File: src/rtl/instruction_fetch.sv
// Fetch stage: owns the program counter, addresses instruction memory and
// registers the returned word into the IF/ID pipeline register. Supports
// stall, branch redirect with a one-bubble flush, and end-of-program stop.
module instruction_fetch #(
    parameter int unsigned INSTR_COUNT = 6,
    parameter logic [31:0] END_ADDR    = 32'(4 * INSTR_COUNT)
) (
    input  logic        clock,
    input  logic        reset,
    input  logic        stall,
    input  logic        branchTaken,
    input  logic [31:0] branchTarget,
    input  logic [31:0] instruction,
    output logic [31:0] readAddress,
    output logic [31:0] ifIdInstruction,
    output logic [31:0] ifIdPc,
    output logic [31:0] ifIdPcPlus4,
    output logic        ifIdValid,
    output logic        done,
    output logic [31:0] fetchCount
);

    // Architectural state
    logic [31:0] pc_q,        pc_d;
    logic [31:0] if_instr_q,  if_instr_d;
    logic [31:0] if_pc_q,     if_pc_d;
    logic [31:0] if_pc4_q,    if_pc4_d;
    logic        if_valid_q,  if_valid_d;
    logic        done_q,      done_d;
    logic [31:0] fetch_cnt_q, fetch_cnt_d;

    logic [31:0] pc_plus4;
    logic [31:0] target_aligned;

    // Branch targets are word-aligned by clearing the two low bits.
    assign target_aligned = branchTarget & ~32'd3;
    assign pc_plus4       = pc_q + 32'd4;

    // Next-state selection: branch beats stall, stall beats fetch, fetch
    // only runs while the program has not reached its end.
    always_comb begin
        // NOTE: every target gets a hold default first so no path leaves a
        // variable unassigned, which would otherwise infer a latch.
        pc_d        = pc_q;
        if_instr_d  = if_instr_q;
        if_pc_d     = if_pc_q;
        if_pc4_d    = if_pc4_q;
        if_valid_d  = if_valid_q;
        done_d      = done_q;
        fetch_cnt_d = fetch_cnt_q;

        if (branchTaken) begin
            pc_d       = target_aligned;
            if_instr_d = 32'd0;
            if_pc_d    = 32'd0;
            if_pc4_d   = 32'd0;
            if_valid_d = 1'b0;
            done_d     = (target_aligned >= END_ADDR);
        end else if (stall) begin
            // Everything holds.
        end else if (!done_q) begin
            if_instr_d  = instruction;
            if_pc_d     = pc_q;
            if_pc4_d    = pc_plus4;
            if_valid_d  = 1'b1;
            pc_d        = pc_plus4;
            fetch_cnt_d = fetch_cnt_q + 32'd1;
            done_d      = (pc_plus4 >= END_ADDR);
        end else begin
            // Idle past the end: stop presenting instructions downstream.
            if_valid_d = 1'b0;
        end
    end

    // State register with asynchronous active-low clear.
    always_ff @(posedge clock or negedge reset) begin
        if (!reset) begin
            pc_q        <= 32'd0;
            if_instr_q  <= 32'd0;
            if_pc_q     <= 32'd0;
            if_pc4_q    <= 32'd0;
            if_valid_q  <= 1'b0;
            done_q      <= 1'b0;
            fetch_cnt_q <= 32'd0;
        end else begin
            // NOTE: non-blocking assignments so every flop samples the
            // pre-edge values, independent of statement order.
            pc_q        <= pc_d;
            if_instr_q  <= if_instr_d;
            if_pc_q     <= if_pc_d;
            if_pc4_q    <= if_pc4_d;
            if_valid_q  <= if_valid_d;
            done_q      <= done_d;
            fetch_cnt_q <= fetch_cnt_d;
        end
    end

    // All outputs come straight from flops; no input reaches them combinationally.
    assign readAddress     = pc_q;
    assign ifIdInstruction = if_instr_q;
    assign ifIdPc          = if_pc_q;
    assign ifIdPcPlus4     = if_pc4_q;
    assign ifIdValid       = if_valid_q;
    assign done            = done_q;
    assign fetchCount      = fetch_cnt_q;

endmodule
File: config.mk
export PLATFORM = sky130hd
export DESIGN_NAME = instruction_fetch
export DESIGN_NICKNAME = d
export VERILOG_FILES = /design/src/rtl/instruction_fetch.sv
export SDC_FILE = /design/constraint.sdc
export NUM_CORES = 1
export LEC_CHECK = 0
export BUFFER_PORTS_ARGS = -buffer_cell sky130_fd_sc_hd__buf_2
export CAP_MARGIN = 20
export CORE_ASPECT_RATIO = 0.8
export CORE_UTILIZATION = 45
export CTS_BUF_LIST = sky130_fd_sc_hd__clkbuf_4
export DETAILED_ROUTE_END_ITERATION = 10
export PLACE_DENSITY_LB_ADDON = 0.12
export SETUP_SLACK_MARGIN = 0.4
export SYNTH_ARGS = -nofsm -noshare
export SYNTH_HDL_FRONTEND = slang
export SYNTH_SLANG_ARGS = --single-unit
File: constraint.sdc
create_clock -name clock -period 3.01 [get_ports clock]
set_clock_uncertainty 0.15 [all_clocks]
set_input_delay 0.602 -clock clock [delete_from_list [all_inputs] [get_ports clock]]
set_output_delay 0.602 -clock clock [all_outputs]
set_load 0.05 [all_outputs]
# After elaboration in Yosys (flattened, before gate mapping)
# Index checks and enable logic that the tools add are counted.
# word_totals
reg_bits	162
input_bits	68
wordCells	34
# op_classes
n_addsub	2
n_lt_le_gt_ge	2
n_eq_ne	2
n_mux	16
bitwise_logic	3
n_reduce_logical	2
# ops
op	count
32-bit two-way mux	10
32-bit by 5-bit greater-or-equal comparator with 1-bit output (second input constant)	2
32-bit by 1-bit adder with 32-bit output (second input constant)	1
32-bit by 3-bit adder with 32-bit output (second input constant)	1
1-bit two-way mux	6
1-bit NOT	3
3-bit AND reduction	1
2-bit by 1-bit inequality test with 1-bit output (second input constant)	1
2-bit inequality test (second input constant)	1
2-bit AND reduction	1

# Logic depth before layout (Yosys ltp)
# logic_depth
depth_word	5
mapped_depth	9
ltp_nobuf	7

# Worst setup path before layout
# No wires, ideal clock.
# synth_path
kind	flip-flop to flip-flop
start	register pc_q[2] (netlist: readAddress[2])
end	register done_q (netlist: done)
setup_time_ps	136
arrival_time_ps	2585
setup_slack_ps	139
path_stages_with_launch	9
path_buffers	1
synth_period_minus_slack_ps	2871
path_cell_list	dfrtp_1 > ha_1 > nand4_4 > or4_1 > buf_2 > o31a_1 > nor3_1 > and4_1 > a31oi_1
# synth_between
elab_chain_len	5
# synth_rtl
element	line	rtl
start: declaration	24	logic [31:0] pc_q, pc_d;
start signal: assignment	88	pc_q <= pc_d;
32-bit by 3-bit adder with 32-bit output	37	assign pc_plus4 = pc_q + 32'd4;
32-bit by 5-bit greater-or-equal comparator with 1-bit output	68	done_d = (pc_plus4 >= END_ADDR);
1-bit two-way mux	61	end else if (!done_q) begin
1-bit two-way mux	59	end else if (stall) begin
1-bit two-way mux	52	if (branchTaken) begin
end signal: assignment	93	done_q <= done_d;
end: declaration	29	logic done_q, done_d;
# Every way passes these cells. The select of a mux whose other input is x is not followed.
# A chain may end at the register's enable or synchronous reset.

# Final worst setup path
# layout_path
start	register pc_q[2] (netlist: readAddress[2])
end	register if_pc4_q[31] (netlist: ifIdPcPlus4[31])
# layout_between
elab_chain_len	4
# layout_rtl
element	line	rtl
32-bit by 3-bit adder with 32-bit output	37	
32-bit two-way mux	61	
32-bit two-way mux	59	
32-bit two-way mux	52	
end signal: assignment	91	if_pc4_q <= if_pc4_d;
end: declaration	27	logic [31:0] if_pc4_q, if_pc4_d;
# Every way passes these cells. The select of a mux whose other input is x is not followed.

==> results.yml <==
route:
  wl_per_cell_um: 16.6
  remaining_drc_errors: 0
  initialDrtViolationCount: 468
  firstDrtPassIters: 5
  vias: 6746
  routed_wl_um: 21500
  via_per_inst: 5.21
  ant_nets: 0
yosys:
  ys_types: 47
  synth_warnings: 0
  synthArstFlopShare_pct: 100
  synthCells: 858
  synth.ff_latch_count: 157
  syn_area_sq_um: 7700
  avgSynthCellArea_sq_um: 8.98
  synth-seq-area-share_pct: 51.0
  ys_dominant_reg_cell: "dfrtp_1"
  synth_edf_count: 0
floorplan:
  die_w_um: 148
  io_pins: 230
  dieHeight_um: 119
  die_area_sq_um: 17600
  std_cell_rows: 42
  core_sq_um: 16700
  initial_core_util_pct: 46.2
grt:
  gr-usage-met3_pct: 7.97
  track_usage_pct: 24.9
  grt_pass1_vias: 6301
  grt_max_degree: 85
  grt_use_met1_pct: 36.4
  overflow: 0
  busiest_layer: "met1"
  grt_pass1_wl_um: 34200
  antenna_found_initial: 2
  grtUsageMet2_pct: 36.0
finish:
  drive_gt1_share_pct: 29.2
  fin_nets: 1134
  layout_common_cells: "223 x buf_2, 209 x nand2_1, 149 x dfrtp_1"
  final_area_sq_um: 9420
  syn2layout_area_growth_pct: 22.3
  layout.cells.most_common: "buf_2"
setup_path:
  required_ns: 3.32
  timing.critical_path.fanout_max: 11
  worstSetupPathType: "reg -> reg"
  cp-end-kind: "flop"
  startpoint_type: "flop"
  worstRegToRegCells: 8
  critPathArrivalTime_ns: 2.82
placement:
  place_ws_ns: 0.315
  dp_hpwl_um: 15000
  placed_cell_area_sq_um: 9050
  gp_congestion: 0.799
  portBuffers: 225
sta:
  rsz0062_at_grt: "no"
  relSlewSlack_pct: 43.8
  worst_pin_slew_ns: 0.844
  hold_violations: 0
  max_freq_ghz: 0.399
  worst_slack_ns: 0.506
  tns_ns: 0
  setup_violations: 0
  final-max-slew-violation-count: 0
  fin_crit_sh_pct: 83.2
  fin_crit_ns: 2.50
  hold_slack_ns: 0.0988
cts:
  htreeDepth: 4
  clock_insertion_delay_worst_skew_ns: 0.56
  clock_sinks: 157
  root_buffer: "clkbuf_4"
  clockBufferDepth: 2
  clk_pin_slew_ns: 0.14
  cts_tree: "done"
  numCtsBuffers: 17
status:
  outcome: "finished clean"
pwr:
  p_leak_nw: 4.42
  power_density_nw_per_um2: 439
  vdd_drop_max_mv: 0.273
  power_mw: 4.13
worst_hold_path:
  hold_class: "in -> reg"
  holdPathStages: 3
run:
  drv_cap: 0
[power breakdown]
part	internal [mW]	switching [mW]	total [mW]
Combinational	0.168	0.363	0.530
Sequential	2.15	0.0956	2.24
Clock	0.576	0.786	1.36
Total	2.89	1.24	4.13
[worst max-delay path, stage by stage, from the launching register on]
cell and delay [ns]:
dfrtp_2 0.41, buf_4 0.18, nand3_2 0.21, nor4_1 0.29, buf_4 0.25, and3_1 0.31, nand3_1 0.16, xor2_1 0.18
a211oi_1 0.26
[worst paths after layout]
| kind | end | start | slack (ns) |
|---|---|---|---|
| min | ifIdInstruction[29]$_DFFE_PN0P_ | instruction[29] | 0.1 |
| max | ifIdPcPlus4[31]$_DFFE_PN0P_ | readAddress[2]$_DFFE_PN0P_ | 0.51 |
| min in group asynchronous | ifIdPc[10]$_DFFE_PN0P_ | reset | 0.40 |
| min reg2reg | fetchCount[31]$_DFFE_PN0P_ | fetchCount[31]$_DFFE_PN0P_ | 0.33 |
| max in group asynchronous | fetchCount[1]$_DFFE_PN0P_ | reset | 1.62 |
| max reg2reg | ifIdPcPlus4[31]$_DFFE_PN0P_ | readAddress[2]$_DFFE_PN0P_ | 0.51 |
[kinds of logic after synthesis]
family                     Yosys count  synth area share [%]
adders and majority gates            3                 0.487
and+or+nand+nor                    386                  23.3
muxes                                3                 0.422
other                                1                0.0487
xor gates and xnor gates            87                  9.89
DFF                                157                  51.0
buffers and inverters               81                  4.89
AOI/OAI and AO/OA                  140                  9.96
[area by class of cell]
class                      instances  area, sq um
antenna                            1         2.50
clock buffer                      17          128
clock inverter                    14          171
fill                            1591         7240
inverter                           8         30.0
multi-input combinational        621         3450
sequential                       157         3940
tap                              220          275
timing repair buffer             258         1420
[per-layer routing]
layer / vias to the layer above / wire (um)
met5: - / 7
met4: 2 / 264
met3: 20 / 1660
met2: 222 / 9230
met1: 3217 / 10300
li1: 3285 / -
[stage by stage]
step	std cells	util, %
floorplan	859	-
detailed placement	1260	54.3
CTS	1292	56.2
finish	1296	56.5
global route	1296	56.5
global placement	1260	54.3
[registers in the layout (all words and copies together), names as in the netlist]
name and count:
ifIdPcPlus4 30, readAddress 30, ifIdPc 31, done 1, ifIdInstruction 32, fetchCount 32
ifIdValid 1
[synth_stat cells, drive strengths merged, types with 2 or more instances]
cell / count / area (sq um)
a211oi: 12 / 90.1
o31ai: 4 / 30.0
clkbuf: 38 / 143
mux2: 2 / 22.5
a21oi: 68 / 340
and2: 8 / 50.1
dfrtp: 157 / 3930
a31oi: 4 / 25.0
nor4: 15 / 100
ha: 3 / 37.5
nor2: 49 / 186
nand3: 28 / 150
nand4: 27 / 199
nor2b: 2 / 12.5
buf: 35 / 204
xnor2: 54 / 473
and4b: 2 / 20.0
xor2: 33 / 289
o21ai: 45 / 225
or4: 2 / 15.0
or3: 6 / 38.8
and4: 4 / 35.0
and3: 8 / 50.1
or2: 3 / 18.8
nor3: 19 / 100
nor4b: 3 / 26.3
nand2: 209 / 785
inv: 8 / 30.0
[repair_timing]
action                                 CTS  global route
setup endpoints to repair                3             5
setup buffers                            0             3
hold buffers                             1             0
gates resized for setup                  2             9
endpoints found under the hold margin   46             0
pin swaps                                0             0
No activity file was read; power rests on OpenSTA's default activity.
